[src/rtl/alu_arb_pkg.sv]
// alu_arb_pkg: shared types and constants for the ALU arbiter.
package alu_arb_pkg;
  typedef enum logic [3:0] {ADD = 4'd0, SUB = 4'd1, AND = 4'd2, OR = 4'd3, SLT = 4'd5} alu_op_e;
  typedef enum logic {IDLE, RESP} arb_state_e;
  localparam logic [31:0] ALU_POISON = 32'hDEADBEEF;
  function automatic logic op_legal(input logic [3:0] op);
    return op == 4'(ADD) || op == 4'(SUB) || op == 4'(AND) || op == 4'(OR) || op == 4'(SLT);
  endfunction
endpackage

[src/rtl/ALU.sv]
// ALU: single-cycle 32-bit integer ALU; unknown ops return ALU_POISON.
module ALU
  import alu_arb_pkg::*;
(
  input  logic [3:0]  op_i,
  input  logic [31:0] a_i,
  input  logic [31:0] b_i,
  output logic [31:0] y_o
);
  assign y_o = op_i == 4'(ADD) ? a_i + b_i :
               op_i == 4'(SUB) ? a_i - b_i :
               op_i == 4'(AND) ? a_i & b_i :
               op_i == 4'(OR)  ? a_i | b_i :
               op_i == 4'(SLT) ? {31'd0, a_i < b_i} : ALU_POISON;
endmodule

[src/rtl/rr_pick.sv]
// rr_pick: combinational round-robin picker, search starts just after last_i.
module rr_pick #(
  parameter  int N  = 2,
  localparam int IW = $clog2(N)
) (
  input  logic [N-1:0]  req_i,
  input  logic [IW-1:0] last_i,
  output logic [N-1:0]  gnt_o,
  output logic [IW-1:0] idx_o,
  output logic          any_o
);
  logic [IW-1:0] c;
  always_comb begin
    c = '0;
    idx_o = '0;
    any_o = 1'b0;
    for (int k = 1; k <= N; k++) begin
      c = IW'((int'(last_i) + k) % N);
      if (!any_o && req_i[c]) begin
        any_o = 1'b1;
        idx_o = c;
      end
    end
    gnt_o = any_o ? N'(1) << idx_o : '0;
  end
endmodule

[src/rtl/alu_arbiter.sv]
// alu_arbiter: round-robin sharing of one ALU between NREQ requesters, one op in flight.
// Define ALU_ARB_ERR_EN to add the registered resp_err illegal-op flag.
module alu_arbiter
  import alu_arb_pkg::*;
#(
  parameter  int NREQ = 2,
  localparam int IDW  = $clog2(NREQ)
) (
  input  logic              clk,
  input  logic              rst,
  input  logic [NREQ-1:0]   req_valid,
  output logic [NREQ-1:0]   req_ready,
  input  logic [NREQ*4-1:0] req_op,
  input  logic [NREQ*32-1:0] req_a,
  input  logic [NREQ*32-1:0] req_b,
  output logic [NREQ-1:0]   resp_valid,
  input  logic [NREQ-1:0]   resp_ready,
`ifdef ALU_ARB_ERR_EN
  output logic              resp_err,
`endif
  output logic [31:0]       resp_data
);
  arb_state_e state_q, state_d;
  logic [IDW-1:0] own_q, own_d, last_q, last_d, idx;
  logic [NREQ-1:0] valid_q, valid_d, gnt;
  logic [31:0] data_q, data_d, alu_y;
  logic [3:0] op;
  logic any, hs, acc;
  rr_pick #(.N(NREQ)) u_pick (.req_i(req_valid), .last_i(last_q), .gnt_o(gnt), .idx_o(idx), .any_o(any));
  assign op = req_op[idx*4 +: 4];
  ALU u_alu (.op_i(op), .a_i(req_a[idx*32 +: 32]), .b_i(req_b[idx*32 +: 32]), .y_o(alu_y));
  // A held result frees the ALU in the same cycle its owner consumes it.
  assign hs = state_q == RESP && resp_ready[own_q];
  assign acc = !rst && any && (state_q == IDLE || hs);
  assign req_ready = acc ? gnt : '0;
  assign resp_valid = valid_q;
  assign resp_data = data_q;
  always_comb begin
    state_d = acc ? RESP : hs ? IDLE : state_q;
    own_d = acc ? idx : own_q;
    last_d = acc ? idx : last_q;
    valid_d = acc ? gnt : hs ? '0 : valid_q;
    data_d = acc ? alu_y : data_q;
  end
  always_ff @(posedge clk or posedge rst) begin
    if (rst) begin
      state_q <= IDLE;
      own_q <= '0;
      last_q <= IDW'(NREQ - 1);
      valid_q <= '0;
      data_q <= '0;
    end else begin
      state_q <= state_d;
      own_q <= own_d;
      last_q <= last_d;
      valid_q <= valid_d;
      data_q <= data_d;
    end
  end
`ifdef ALU_ARB_ERR_EN
  logic err_q, err_d;
  assign err_d = acc ? !op_legal(op) : err_q;
  assign resp_err = err_q;
  always_ff @(posedge clk or posedge rst) begin
    if (rst) err_q <= 1'b0;
    else err_q <= err_d;
  end
`endif
endmodule

[config.mk]
export PLATFORM = sky130hd
export DESIGN_NAME = alu_arbiter
export DESIGN_NICKNAME = d
export VERILOG_FILES = /design/src/rtl/alu_arb_pkg.sv /design/src/rtl/ALU.sv /design/src/rtl/rr_pick.sv /design/src/rtl/alu_arbiter.sv
export SDC_FILE = /design/constraint.sdc
export NUM_CORES = 1
export LEC_CHECK = 0
export CAP_MARGIN = 40
export CELL_PAD_IN_SITES_DETAIL_PLACEMENT = 0
export CELL_PAD_IN_SITES_GLOBAL_PLACEMENT = 1
export CORE_ASPECT_RATIO = 2
export CORE_MARGIN = 2
export CORE_UTILIZATION = 37
export CTS_CLUSTER_SIZE = 40
export DETAILED_ROUTE_END_ITERATION = 8
export PLACE_DENSITY = 0.82
export SYNTH_ARGS = -nofsm -noshare
export SYNTH_HDL_FRONTEND = slang
export SYNTH_SLANG_ARGS = --single-unit
export TNS_END_PERCENT = 50
[constraint.sdc]
create_clock -name clk -period 6.8 [get_ports clk]
set_input_delay 1.7 -clock clk [delete_from_list [all_inputs] [get_ports clk]]
set_output_delay 1.7 -clock clk [all_outputs]
set_load 0.1 [all_outputs]
* Yosys cells after proc, flatten, opt, wreduce, memory -nomap -nowiden *
Cells that the tools add are included.

storage, ports and cells
  bits of input ports = 142
  bits in registers = 37
  logic and storage cells = 54
  output and inout bits = 36

cells by class
  bitwise operators = 3
  magnitude comparators = 4
  shifts and indexed selects = 4
  reduce and logical (&&, ||, !) cells = 9
  add/subtract/negate cells = 4
  equal/unequal tests = 4
  mux-type cells = 21

operators with widths
  kind                                                        count
  2-to-1 mux 32 bit                                           5
  variable part select 64 x 7 -> 32 bit                       2
  adder 32 bit                                                1
  AND 32 bit                                                  1
  less-than comparator 32 bit                                 1
  OR 32 bit                                                   1
  subtractor 32 bit                                           1
  2-to-1 mux 1 bit                                            12
  == test 4 x 2 -> 1 bit, second input constant               2
  2-to-1 mux 2 bit                                            4
  variable part select 8 x 4 -> 4 bit                         1
  less-than comparator 1 x 2 -> 1 bit, second input constant  3
  == test 4 x 1 -> 1 bit, second input constant               1
  == test 4 x 3 -> 1 bit, second input constant               1
  logical AND 1 bit                                           4
  logical NOT 4 bit                                           1
  adder 1 bit, second input constant                          2
  logical NOT 1 bit                                           2
  nonzero test 2 bit                                          1
  << shifter 1 x 1 -> 2 bit, first input constant             1
  logical OR 1 bit                                            1
  inverter 1 bit                                              1

* Longest topological paths before layout *
  depth in word-level cells = 14
  depth in mapped cells = 19

* Cells and area by module *
A second synthesis with hierarchy kept.

unflattened totals
  cell total of the unflattened synthesis = 974
  area total of the unflattened synthesis = 7472.2 sq um

modules (own cells, without submodules)
  module       times used  cells each  area an instance (sq um)  seq. area each (sq um)
  ALU          1           803         5182.5                    0.0
  alu_arbiter  1           166         2257.2                    927.1
  rr_pick      1           5           32.5                      0.0

* Worst setup path before layout *
Ideal clock, no wire load.

  path type = input port to flip-flop
  from = input req_valid[1]
  to = register data_q[24], in the netlist resp_data[24]
  required time = 6.663 ns
  setup slack = 0.732 ns
  path buffers = 3
  stages = 18
  library setup time = 0.137 ns
  arrival time = 5.931 ns
  cell sequence = a21boi_1 > buf_2 > clkbuf_1 > clkbuf_1 > mux2i_1 > inv_1 > ha_1 > fa_1 > a21o_1 > a2111oi_2 > o21ai_1 > a221o_1 > a21oi_2 > o31ai_1 > a221o_1 > xnor2_1 > a21oi_1 > a21oi_1

between the ends
  word-level cells in the longest chain between the ends = 12
  elaborated cells between the ends (all ways) = 27

ends and longest elaborated chain
  item                                                        line               RTL
  from (decl)                                                 alu_arbiter.sv:11  input logic [NREQ-1:0] req_valid,
  branches (longest 12 deep; another with subtractor 32 bit)  -
  to (signal assigned)                                        alu_arbiter.sv:57  data_q <= data_d;
  to (decl)                                                   alu_arbiter.sv:26  logic [31:0] data_q, data_d, alu_y;

Parallel ways; which one is timed is not known. The select of a mux whose other input is x is not followed.
A chain may end at the register's enable or synchronous reset.

* Worst setup path in the final report *
  from = input req_valid[1]
  to = register data_q[29], in the netlist resp_data[29]

The elaborated chain is that of the path after synthesis.

==> PnR_summary.wiki <==
{| class="wikitable"
! Metric !! Value
|-
| Share of the synthesized area in the top cell type || approximately 17%
|-
| Number of hold buffers added after cts || 0
|-
| Number of slew-limit violations in the final report || 0
|-
| Path class of the lowest-slack min-delay path || reg -> reg
|-
| Clock power share || 9.7%
|-
| Final worst-path cycle share || between 80 and 90%
|-
| Startpoint of the tightest hold check path || resp_data[30]$_DFFE_PP0P_
|-
| Fraction of the core area covered by cells at the end of the flow || between 50% and 60%
|-
| Number of buffers added by the clock tree synthesis step || 5
|-
| Clock skew || between 0.009 and 0.01 ns
|-
| LEAKAGE || 4.40 nW
|-
| Source of the critical timing path || req_valid[1]
|-
| Later-pin clock latency in the skew report || about 0.29 ns
|-
| Overall die width || about 100 um
|-
| Total global routing track utilization || a little over a quarter
|-
| Slew margin rel. || around 56%
|-
| Maximum clock frequency || around 0.16 GHz
|-
| Top delay family on crit path || compound AO/OA/AOI/OAI gates
|-
| WP depth || 14
|-
| CP max-delay cell || nor4_1
|-
| Remaining antenna violation count || 0
|-
| Number of enable flip-flop cells after synthesis || 0
|-
| Net total in the final layout || approximately 1400
|-
| Switching part of the total power || 53.1%
|-
| Number of port buffers || ~180
|-
| Power per cell area || 257 mW/mm^2
|-
| Total net switching power || ~0.0013 W
|-
| Worst Max-Slew Pin Slew || between 0.6 and 0.7 ns
|-
| Max-Cap Viols || 0
|-
| Part of the total power dissipated in combinational logic || 77.3%
|-
| TritonCTS clock tree || yes
|-
| Root buf cell || clkbuf_16
|-
| Summed instance area of the synthesized netlist || between 0.006 and 0.007 mm^2
|-
| Number of storage elements in the synthesis netlist || 37
|-
| Final setup violation count || 0
|-
| Dominant register cell in the synthesized netlist || dfrtp_1
|-
| Sequential-to-total area share from yosys stat || a little over an eighth
|-
| Most frequent cells in the layout || clkdlybuf4s50_1 (175), a21oi_1 (107), inv_1 (98), ha_1 (96), nand2_1 (69)
|-
| Synth warn || 0
|-
| Total detailed-routing wirelength || 27100 um
|-
| DRC violations left || 0
|-
| Arrival time at the worst endpoint || between 6 and 7 ns
|-
| Accumulated negative setup slack || 0 ns
|-
| Average instance area after synthesis || between 7 and 8 um^2
|-
| Share of power burned in registers || 13.0%
|-
| Number of instances in the placed design || 1350
|-
| Post-synthesis cell type count || 73
|-
| Number of antenna violations at the first check in global routing || 0
|-
| Depth of the most critical reg-to-reg path || 13
|-
| Weighted congestion reported at the end of routability-driven placement || about 0.95
|-
| Overflow left after global routing || 0
|-
| Required time worst endpoint || between 6 and 7 ns
|-
| Layout Area Growth over Synthesis || 40.4%
|-
| H-Tree Level Count || 2
|-
| Category of the critical setup timing path || in -> reg
|-
| Wire length of the first global-routing pass || 42100 um
|-
| Number of standard-cell rows in the floorplan || 71
|-
| Number of global-route vias before repair || 8237
|-
| Ratio of routed vias to standard cells || 5.81
|-
| Unrepaired setup endpoints after global routing || false
|-
| Max rail drop VDD || approximately 0.00016 V
|-
| Clock period minus final worst setup slack || roughly 6 ns
|-
| Synth area leaders || ha_1 (17%), dfrtp_1 (13%), a21oi_1 (7.7%)
|-
| Total Power Consumption || around 0.0025 W
|-
| Share of post-route cells with drive strength above 1 || between 10% and 20%
|-
| Pin count of the biggest net entering global routing || 61
|-
| Clk sink count || 37
|-
| Number of ports placed on the die boundary || between 150 and 200
|-
| Count of antenna diodes in the layout || 0
|-
| DRT iter0 DRCs || between 300 and 400
|-
| Initial Utilization || between 30% and 40%
|-
| Slowest cell delay on critical path || 0.51 ns
|-
| Worst Path Max Fanout || 12
|-
| Number of buffers between clock root and the deepest sink || 2
|-
| Number of detailed-route iterations in the first pass || 5
|-
| Share of synthesized registers carrying an async set or reset || between 90% and 100%
|-
| Post-synthesis cell type with the largest combined area || ha_1
|-
| Most common cell after layout, fill and taps aside || clkdlybuf4s50_1
|-
| Worst-path clk slew || about 0.060 ns
|-
| Run status || finished, final reports clean
|-
| Hpwl dp || roughly 22000 um
|-
| Count of endpoints failing hold in the final timing report || 0
|-
| Via count || slightly below 8000
|-
| Synth Net Count || about 1200
|-
| Kind of start point of the critical path || primary input
|-
| Internal power || between 0.001 and 0.0015 W
|-
| Number of gates resized after cts || 0
|-
| Final hold slack || 0.475 ns
|-
| Worst-path cell chain || clkdlybuf4s50_1 > a21boi_4 > buf_4 > mux2_2 > ha_1 > nor4_1 > nand2_1 > nor2_1 > a2111oi_4 > o31ai_2 > o311ai_4 > o31ai_1 > mux2_1 > a211o_1
|-
| Overall die area || between 0.02 and 0.025 mm^2
|-
| Total core area || about 0.019 mm^2
|-
| Height of the die || between 150 and 200 um
|-
| Launching point of the worst reg2reg path || last_q$_DFFE_PP1P_
|-
| Kind of end point of the critical path || flop
|-
| Synthesized instance count || 949
|-
| Post CTS Setup Buffer Count || 0
|-
| Wirelength per Cell || about 20 um
|-
| Worst hold path cell count || 2
|-
| Buffer and inverter count on the worst path || 2
|-
| Filler-free cell count of the finished design || roughly 1400
|}
-- worst register-to-register path: stages, from the launching register on --
cell and delay, ns:
dfstp_2 0.39, a21boi_4 0.31, buf_4 0.30, mux2_2 0.40, ha_1 0.45, nor4_1 0.52, nand2_1 0.15, nor2_1 0.28
a2111oi_4 0.12, o31ai_2 0.51, o311ai_4 0.14, o31ai_1 0.24, mux2_1 0.35, a211o_1 0.27
-- synthesized netlist by cell type (14+ instances only) --
master	instances
a21o_1	14
a21oi_1	107
clkbuf_1	45
dfrtp_1	36
ha_1	96
inv_1	98
mux2_2	38
mux2i_1	37
nand2_1	70
nand3_1	18
nor2_1	66
nor3_1	15
o21ai_0	61
o21bai_1	15
o22ai_1	37
o31ai_1	15
xnor2_1	15
-- final cells by class --
class,count,area (um^2)
inverter,98,368
clock inverter,2,10.0
multi-input combinational,755,5490
clock buffer,6,129
timing repair buffer,241,2620
tap,219,274
fill,1860,8840
sequential,37,927
-- final timing paths --
path / to / slack (ns)
worst min register to register: resp_data[30]$_DFFE_PP0P_ / 0.48
worst max-delay path: resp_data[29]$_DFFE_PP0P_ / 0.71
worst min-delay path: resp_data[30]$_DFFE_PP0P_ / 0.48
worst max register to register: resp_data[29]$_DFFE_PP0P_ / 2.26
min in group asynchronous: resp_data[6]$_DFFE_PP0P_ / 1.76
max in group asynchronous: resp_data[3]$_DFFE_PP0P_ / 4.22
-- sequential cells by signal (all words and copies together), names as in the netlist --
register / cells
last_q: 1
resp_valid: 2
own_q: 1
state_q: 1
resp_data: 32
-- stage by stage --
| step | worst slack [ns] | area [um^2] |
|---|---|---|
| after global placement | 0.533 | 9050 |
| after floorplan | 0.732 | 6990 |
| after detailed placement | 0.489 | 9670 |
| after CTS | 0.797 | 9810 |
| after global routing | 0.573 | 9810 |
| final | 0.707 | 9810 |
-- cells by family (layout without fill, tap and decap cells) --
kind of cell             after synthesis  in the layout  share of synthesized area (%)
adder cells (fa/ha/maj)               98             98                           17.8
multiplexers                          76             76                           11.6
AO/OA/AOI/OAI                        343            343                           31.9
flip-flops                            37             37                           13.3
XOR/XNOR                              19             19                           2.38
buffers and inverters                157            347                           8.67
AND/OR/NAND/NOR                      219            219                           14.4
-- routing by layer --
| layer | vias up | routed length, um | global-route usage, % |
|---|---|---|---|
| met2 | 286 | 14800 | 51.9 |
| met5 | - | 0 | 0 |
| li1 | 3795 | - | - |
| met3 | 98 | 1210 | 2.89 |
| met4 | 0 | 1650 | 14.6 |
| met1 | 3711 | 9460 | 26.5 |
-- power by group through the flow --
| stage | clock, W | sequential, W | combinational (W) |
|---|---|---|---|
| finish | 0.000245 | 0.000327 | 0.00195 |
| global route | 0.000255 | 0.000337 | 0.00207 |
| CTS | 0.000250 | 0.000328 | 0.00195 |
| detailed placement | 0 | 0.000332 | 0.00194 |
| global placement | 0 | 0.000330 | 0.00168 |
| floorplan | 0 | 0.000766 | 0.000755 |
Power figures use the tool's default switching activity.
